--- config.mk ---
export PLATFORM = sky130hd
export DESIGN_NAME = arrow_scroll_ctrl_flat
export DESIGN_NICKNAME = d
export VERILOG_FILES = /design/src/rtl/arrow_pkg.sv /design/src/rtl/arrow_scroll_if.sv /design/src/rtl/frame_tick_gen.sv /design/src/rtl/arrow_scroll_ctrl.sv /design/src/flat_wrapper.sv
export SDC_FILE = /design/constraint.sdc
export NUM_CORES = 1
export LEC_CHECK = 0
export ABC_AREA = 1
export CORE_ASPECT_RATIO = 0.9
export CORE_MARGIN = 2
export CORE_UTILIZATION = 44
export CTS_CLUSTER_SIZE = 8
export DETAILED_ROUTE_END_ITERATION = 10
export GPL_TIMING_DRIVEN = 0
export PLACE_DENSITY = 0.77
export SYNTH_ARGS = -nofsm -noshare
export SYNTH_HDL_FRONTEND = slang
export SYNTH_SLANG_ARGS = --single-unit
--- constraint.sdc ---
create_clock -name pixel_clk_in -period 2.4 [get_ports pixel_clk_in]
set_input_delay 0.36 -clock pixel_clk_in [delete_from_list [all_inputs] [get_ports pixel_clk_in]]
set_output_delay 0.36 -clock pixel_clk_in [all_outputs]
set_load 0.05 [all_outputs]
--- src/rtl/arrow_pkg.sv ---
// Shared types and constants for the per-lane arrow position controllers.
package arrow_pkg;

  localparam int SCREEN_H = 720;
  localparam int SPRITE_H = 100;

  localparam int X_POS_DEF       = 590;
  localparam int START_Y_DEF     = SCREEN_H - SPRITE_H;
  localparam int TARGET_Y_DEF    = 40;
  localparam int WINDOW_DEF      = 16;
  localparam int HOLD_FRAMES_DEF = 8;
  localparam int TICK_LINE_DEF   = SCREEN_H;

  typedef enum logic [1:0] {IDLE, SCROLL, HOLD} state_t;

  typedef enum logic [1:0] {GRADE_NONE, GRADE_GOOD, GRADE_PERFECT} grade_t;

  // Distance is taken after ordering the operands so it never wraps.
  function automatic grade_t grade_of(input logic [9:0] y,
                                      input logic [9:0] target,
                                      input logic [10:0] window);
    logic [10:0] dy;
    if (y >= target) dy = {1'b0, y} - {1'b0, target};
    else             dy = {1'b0, target} - {1'b0, y};
    if (dy <= (window >> 2)) return GRADE_PERFECT;
    else if (dy <= window)   return GRADE_GOOD;
    else                     return GRADE_NONE;
  endfunction

endpackage

--- src/rtl/arrow_scroll_if.sv ---
// Video timing, player controls and sprite position bundle for one arrow lane.
interface arrow_scroll_if;
  import arrow_pkg::*;

  // No backpressure anywhere: spawn_in/hit_in are single-cycle requests taken
  // when the controller can act on them, hit_out/miss_out are single-cycle
  // pulses, and grade_out stays valid from one hit_out until the next.
  logic [10:0] hcount_in;
  logic [9:0]  vcount_in;
  logic        spawn_in;
  logic [3:0]  speed_in;
  logic        hit_in;
  logic [10:0] x_out;
  logic [9:0]  y_out;
  logic        active_out;
  logic        hit_out;
  logic [1:0]  grade_out;
  logic        miss_out;
  state_t      state;

  modport master (
    output hcount_in, vcount_in, spawn_in, speed_in, hit_in,
    input  x_out, y_out, active_out, hit_out, grade_out, miss_out, state
  );

  modport slave (
    input  hcount_in, vcount_in, spawn_in, speed_in, hit_in,
    output x_out, y_out, active_out, hit_out, grade_out, miss_out, state
  );
endinterface

--- src/rtl/frame_tick_gen.sv ---
// Registered once-per-frame pulse on the first pixel of a chosen blanking line.
module frame_tick_gen #(
  parameter int TICK_LINE = arrow_pkg::TICK_LINE_DEF
) (
  input  logic        clk,
  input  logic        rst,
  input  logic [10:0] hcount,
  input  logic [9:0]  vcount,
  output logic        tick
);

  // hcount is 0 for exactly one pixel per line, so this fires once per frame.
  always_ff @(posedge clk or posedge rst) begin
    if (rst) tick <= 1'b0;
    else     tick <= (hcount == 11'd0) && (vcount == 10'(TICK_LINE));
  end

endmodule

--- src/rtl/arrow_scroll_ctrl.sv ---
// Spawns, scrolls and grades one arrow; position only moves on the blanking tick.
module arrow_scroll_ctrl
  import arrow_pkg::*;
#(
  parameter int X_POS       = X_POS_DEF,
  parameter int START_Y     = START_Y_DEF,
  parameter int TARGET_Y    = TARGET_Y_DEF,
  parameter int WINDOW      = WINDOW_DEF,
  parameter int HOLD_FRAMES = HOLD_FRAMES_DEF,
  parameter int TICK_LINE   = TICK_LINE_DEF
) (
  input  logic           pixel_clk_in,
  input  logic           rst_in,
  arrow_scroll_if.slave  bus
);

  localparam int HW = $clog2(HOLD_FRAMES + 1);

  logic          tick;
  state_t        state_r;
  logic [9:0]    y_r;
  logic [3:0]    speed_r;
  logic [HW-1:0] hold_r;
  logic          active_r;
  logic          hit_r;
  logic          miss_r;
  grade_t        grade_r;
  grade_t        grade_now;

  frame_tick_gen #(.TICK_LINE(TICK_LINE)) u_tick (
    .clk    (pixel_clk_in),
    .rst    (rst_in),
    .hcount (bus.hcount_in),
    .vcount (bus.vcount_in),
    .tick   (tick)
  );

  assign grade_now = grade_of(y_r, 10'(TARGET_Y), 11'(WINDOW));

  always_ff @(posedge pixel_clk_in or posedge rst_in) begin
    if (rst_in) begin
      state_r  <= IDLE;
      y_r      <= 10'(START_Y);
      speed_r  <= 4'd0;
      hold_r   <= '0;
      active_r <= 1'b0;
      hit_r    <= 1'b0;
      miss_r   <= 1'b0;
      grade_r  <= GRADE_NONE;
    end else begin
      hit_r  <= 1'b0;
      miss_r <= 1'b0;
      case (state_r)
        IDLE: begin
          if (bus.spawn_in) begin
            state_r  <= SCROLL;
            y_r      <= 10'(START_Y);
            speed_r  <= (bus.speed_in == 4'd0) ? 4'd1 : bus.speed_in;
            active_r <= 1'b1;
          end
        end
        SCROLL: begin
          // A graded press wins over the tick: the arrow freezes where it was hit.
          if (bus.hit_in && grade_now != GRADE_NONE) begin
            hit_r   <= 1'b1;
            grade_r <= grade_now;
            hold_r  <= HW'(HOLD_FRAMES);
            state_r <= HOLD;
          end else if (tick) begin
            if (y_r < {6'd0, speed_r}) begin
              miss_r   <= 1'b1;
              state_r  <= IDLE;
              active_r <= 1'b0;
            end else begin
              y_r <= y_r - {6'd0, speed_r};
            end
          end
        end
        HOLD: begin
          if (tick) begin
            if (hold_r <= HW'(1)) begin
              hold_r   <= '0;
              state_r  <= IDLE;
              active_r <= 1'b0;
            end else begin
              hold_r <= hold_r - HW'(1);
            end
          end
        end
        default: begin
          state_r  <= IDLE;
          active_r <= 1'b0;
        end
      endcase
    end
  end

  assign bus.x_out      = 11'(X_POS);
  assign bus.y_out      = y_r;
  assign bus.active_out = active_r;
  assign bus.hit_out    = hit_r;
  assign bus.grade_out  = grade_r;
  assign bus.miss_out   = miss_r;
  assign bus.state      = state_r;

endmodule

--- src/flat_wrapper.sv ---
// flat-port wrapper written by rule: the top's interface ports become plain ports
module arrow_scroll_ctrl_flat import arrow_pkg::*;
#(
  parameter int X_POS       = X_POS_DEF,
  parameter int START_Y     = START_Y_DEF,
  parameter int TARGET_Y    = TARGET_Y_DEF,
  parameter int WINDOW      = WINDOW_DEF,
  parameter int HOLD_FRAMES = HOLD_FRAMES_DEF,
  parameter int TICK_LINE   = TICK_LINE_DEF
)
  (pixel_clk_in, rst_in, bus_hcount_in, bus_vcount_in, bus_spawn_in, bus_speed_in, bus_hit_in, bus_x_out, bus_y_out, bus_active_out, bus_hit_out, bus_grade_out, bus_miss_out, bus_state);
  arrow_scroll_if bus_i ();
  input  logic pixel_clk_in;
  input  logic rst_in;
  input wire logic [$bits(bus_i.hcount_in)-1:0] bus_hcount_in;
  input wire logic [$bits(bus_i.vcount_in)-1:0] bus_vcount_in;
  input wire logic [$bits(bus_i.spawn_in)-1:0] bus_spawn_in;
  input wire logic [$bits(bus_i.speed_in)-1:0] bus_speed_in;
  input wire logic [$bits(bus_i.hit_in)-1:0] bus_hit_in;
  output wire logic [$bits(bus_i.x_out)-1:0] bus_x_out;
  output wire logic [$bits(bus_i.y_out)-1:0] bus_y_out;
  output wire logic [$bits(bus_i.active_out)-1:0] bus_active_out;
  output wire logic [$bits(bus_i.hit_out)-1:0] bus_hit_out;
  output wire logic [$bits(bus_i.grade_out)-1:0] bus_grade_out;
  output wire logic [$bits(bus_i.miss_out)-1:0] bus_miss_out;
  output wire logic [$bits(bus_i.state)-1:0] bus_state;
  assign bus_i.hcount_in = bus_hcount_in;
  assign bus_i.vcount_in = bus_vcount_in;
  assign bus_i.spawn_in = bus_spawn_in;
  assign bus_i.speed_in = bus_speed_in;
  assign bus_i.hit_in = bus_hit_in;
  assign bus_x_out = bus_i.x_out;
  assign bus_y_out = bus_i.y_out;
  assign bus_active_out = bus_i.active_out;
  assign bus_hit_out = bus_i.hit_out;
  assign bus_grade_out = bus_i.grade_out;
  assign bus_miss_out = bus_i.miss_out;
  assign bus_state = bus_i.state;
  arrow_scroll_ctrl #(.X_POS(X_POS), .START_Y(START_Y), .TARGET_Y(TARGET_Y), .WINDOW(WINDOW), .HOLD_FRAMES(HOLD_FRAMES), .TICK_LINE(TICK_LINE)) u_core (.pixel_clk_in(pixel_clk_in), .rst_in(rst_in), .bus(bus_i));
endmodule
==> results_tabular.tex <==
\begin{tabular}{lr}
\hline
Metric & Value \\
\hline
\multicolumn{2}{l}{\textbf{Run status}} \\
\quad Outcome & finished clean \\
\multicolumn{2}{l}{\textbf{GRT}} \\
\quad Final global-route overflow total & 0 \\
\quad Wire length of the first global-routing pass & around 8.6 mm \\
\quad Number of antenna violations at the first check in global routing & 0 \\
\quad Global-route usage over all layers & 0.193 \\
\quad Largest net degree at the start of global routing & 27 \\
\quad Vias in the first global route & between 1500 and 2000 \\
\multicolumn{2}{l}{\textbf{STA}} \\
\quad Max-slew violation count & 0 \\
\quad Max transition margin & 0.327 \\
\quad Minimum hold slack & 0.495 ns \\
\quad Worst Clk Skew & slightly below 0.008 ns \\
\quad Maximum frequency from static timing analysis & 436 MHz \\
\quad Final critical path time including I/O delays and setup & 2.29 ns \\
\quad Endpoints failing hold & 0 \\
\quad Slew @ Worst Pin & 1.01 ns \\
\quad Setup-failing EPs final & 0 \\
\quad Final period util & 0.956 \\
\multicolumn{2}{l}{\textbf{Power}} \\
\quad Fraction of power spent switching nets & 0.537 \\
\quad Internal Power & around 1900 uW \\
\quad Switching power total & between 2000 and 2500 uW \\
\quad Comb power frac & 0.746 \\
\quad Leakage power summed over all cells & 0.00148 uW \\
\quad PwrDens & 1370 nW/um\^{}2 \\
\quad Part of the power in registers & 0.189 \\
\quad Worst voltage drop across the vdd grid & 0.520 mV \\
\quad Clock network power share & 0.065 \\
\multicolumn{2}{l}{\textbf{Clock tree}} \\
\quad TritonCTS buffer count & 3 \\
\quad Clock tree root buffer cell & clkbuf\_8 \\
\quad Clk slew on worst S/H paths & 0.09 ns \\
\quad Clock tree from TritonCTS & yes \\
\quad Clk\_lat worst skew & 0.28 ns \\
\quad CTS Hold Bufs & 0 \\
\quad Clock net sink count & 26 \\
\quad Deepest clock path buffer count & 2 \\
\quad \# H-tree levels & 1 \\
\multicolumn{2}{l}{\textbf{Final layout}} \\
\quad Final antenna diode count & 0 \\
\quad Net total in the final layout & about 400 \\
\quad End-of-flow core utilization & 0.617 \\
\quad Area growth from synthesis to final layout & 37.5\% \\
\quad Layout cell share with drive strength beyond 1 & 0.210 \\
\quad Post-route non-filler standard cell count & approximately 440 \\
\multicolumn{2}{l}{\textbf{Worst setup path}} \\
\quad Required time of the worst setup path & between 2 and 3 ns \\
\quad Largest fanout of any net on the critical path & 5 \\
\quad Critical Path Start & u\_core.bus.y\_out[3] \\
\quad Reg2reg setup slack & 0.11 ns \\
\quad Type of destination of the critical path & flip-flop \\
\quad Startpoint kind of the worst setup timing path & flip-flop \\
\quad Worst setup path category & reg2reg \\
\quad CP Data Arrival Time & 2.47 ns \\
\quad FF-to-FF Start & u\_core.bus.y\_out[3] \\
\multicolumn{2}{l}{\textbf{Synthesis}} \\
\quad Seq cells post-synth & 26 \\
\quad Post-synth top flop & dfrtp\_1 \\
\quad Total number of yosys warnings & 0 \\
\quad Post-synth top area share & 0.245 \\
\quad Largest cells by area after synthesis & dfrtp\_1 (25\%), nand2\_1 (14\%), dfstp\_2 (6.1\%) \\
\quad Synth Instances & 298 \\
\quad Most common cell in the synthesized netlist & nand2\_1 \\
\quad Post-synthesis cell area & roughly 2100 sq um \\
\quad Fraction of synthesis flops using an asynchronous set or reset pin & 1.00 \\
\quad Count of different cell masters after synthesis & 39 \\
\quad Cell type with the highest aggregate area in the netlist & dfrtp\_1 \\
\quad Number of synthesized flops with an enable pin & 0 \\
\quad Mean instance size in the synthesized netlist & 7.19 sq um \\
\quad Leading post-synthesis cells by instance count & nand2\_1 (82), inv\_1 (34), nor2\_1 (32) \\
\quad Seq/Total Area, Yosys & 0.306 \\
\multicolumn{2}{l}{\textbf{Drt}} \\
\quad Residual antenna-violating net count after detailed routing & 0 \\
\quad Via total after detailed routing & 2124 \\
\quad Number of design-rule violations left by the first detailed-router iteration & about 120 \\
\quad Post-detailed-route via-to-cell ratio & 4.86 \\
\quad Routed WL per cell & approximately 12 microns \\
\quad Number of DRC violations after detailed routing & 0 \\
\quad Routed wire length & 5.24 mm \\
\quad Iteration count of the initial detailed-routing pass & 5 \\
\multicolumn{2}{l}{\textbf{Floorplan}} \\
\quad Number of placed I/O pins & 57 \\
\quad Die height & 70.2 microns \\
\quad Die area & 5450 sq um \\
\quad Initial core utilization & 0.449 \\
\quad Core Region & 4770 sq um \\
\quad Number of cell rows & 24 \\
\quad Horiz. Die Dim & 77.6 microns \\
\multicolumn{2}{l}{\textbf{Placed design}} \\
\quad Final HPWL DP & 3.90 mm \\
\quad RePlAce Congestion & 0.852 \\
\quad Number of port buffers & 45 \\
\quad Cells after DPL & 417 \\
\multicolumn{2}{l}{\textbf{Hold path}} \\
\quad Kind of path behind the tightest hold check & reg2reg \\
\quad Hold Path Origin & u\_core.bus.active\_out \\
\multicolumn{2}{l}{\textbf{Run}} \\
\quad Max-cap viol count & 0 \\
\hline
\end{tabular}
## stage by stage
step / TNS (ns) / power [uW] / area [sq um] / setup slack, ns
2_1_floorplan: 0 / 2850 / 2180 / 0.0106
3_3_place_gp: -1.33 / 3390 / 2720 / -0.134
3_5_place_dp: -2.42 / 3460 / 2720 / -0.194
4_1_cts: 0 / 3800 / 2830 / 0.00198
5_1_grt: -0.0646 / 4380 / 2950 / -0.0172
6_report: 0 / 4030 / 2950 / 0.106
## cell usage in the layout (no fill, tap or decap), drive strengths merged, types with 2 or more instances in the layout
cell type and instances:
o21ai 12, ha 9, nand3b 2, nand4 14
nor4 4, a21oi 5, buf 32, conb 11
clkdlybuf4s50 45, nor2 37, nand3 24, nor3 2
nand2 91, dfstp 5, dfrtp 21, clkbuf 6
xor2 7, o211ai 2, inv 35
## layout make-up
type                    instances  area (sq um)
plain buffers                  18           160
clock buffers                   4          45.0
fillers                       434          1830
inverters                      36           139
multi-input cells             227          1280
flip-flops and latches         26           664
well taps                      65          81.3
repair buffers                 61           574
## sequential cells by signal, indices dropped and copies added, names as in the netlist
name	count
u_core.bus.state	2
u_core.bus.active_out	1
u_core.bus.hit_out	1
u_core.speed_r	4
u_core.u_tick.tick	1
u_core.bus.miss_out	1
u_core.hold_r	4
u_core.bus.grade_out	2
u_core.bus.y_out	10
## worst paths after layout
path / end / depth (start not counted)
worst max-delay path: u_core.bus.grade_out[0] / 15
worst min-delay path: u_core.bus.active_out / 2
worst max register to register: u_core.bus.grade_out[0] / 15
worst min register to register: u_core.bus.active_out / 2
max in group asynchronous: u_core.bus.y_out[4] / 2
min in group asynchronous: u_core.bus.active_out / 2
## timing repair
action	4_1_cts	5_1_grt
pin swaps	3	6
resized for setup	4	16
gates cloned	2	0
endpoints found under the setup margin	18	21
setup buffers	4	11
## kinds of logic after synthesis
family                     synth area share
buffers and inverters                 0.140
and+or+nand+nor                       0.398
other                               0.00350
DFF                                   0.306
adders and majority gates            0.0619
xor gates and xnor gates             0.0286
AOI/OAI and AO/OA                    0.0613
## power by group through the flow
stage,Sequential [uW],Combinational [uW],Clock (uW)
2_1_floorplan,1080,1770,0
3_3_place_gp,789,2600,0
3_5_place_dp,791,2670,0
4_1_cts,759,2780,264
5_1_grt,788,3300,287
6_report,761,3000,263
## per-layer routing
layer,vias up,part of all wire,global-route usage
met1,964,0.42,0.248
met4,0,0.0069,0.0516
met5,-,0,0
met3,4,0.073,0.0401
li1,1089,-,-
met2,67,0.50,0.330
## critical path: stages, from the launching register on
cell and delay [ns]:
dfstp_4 0.63, inv_1 0.07, ha_2 0.19, inv_2 0.08
nand2_4 0.07, inv_2 0.08, nor2_4 0.05, nand3_1 0.10
nand2_2 0.09, nor3_4 0.20, nand2_2 0.09, nand2_4 0.11
nand4_4 0.12, buf_4 0.21, nand2_1 0.06, nand2_1 0.05
Power figures use the tool's default switching activity.
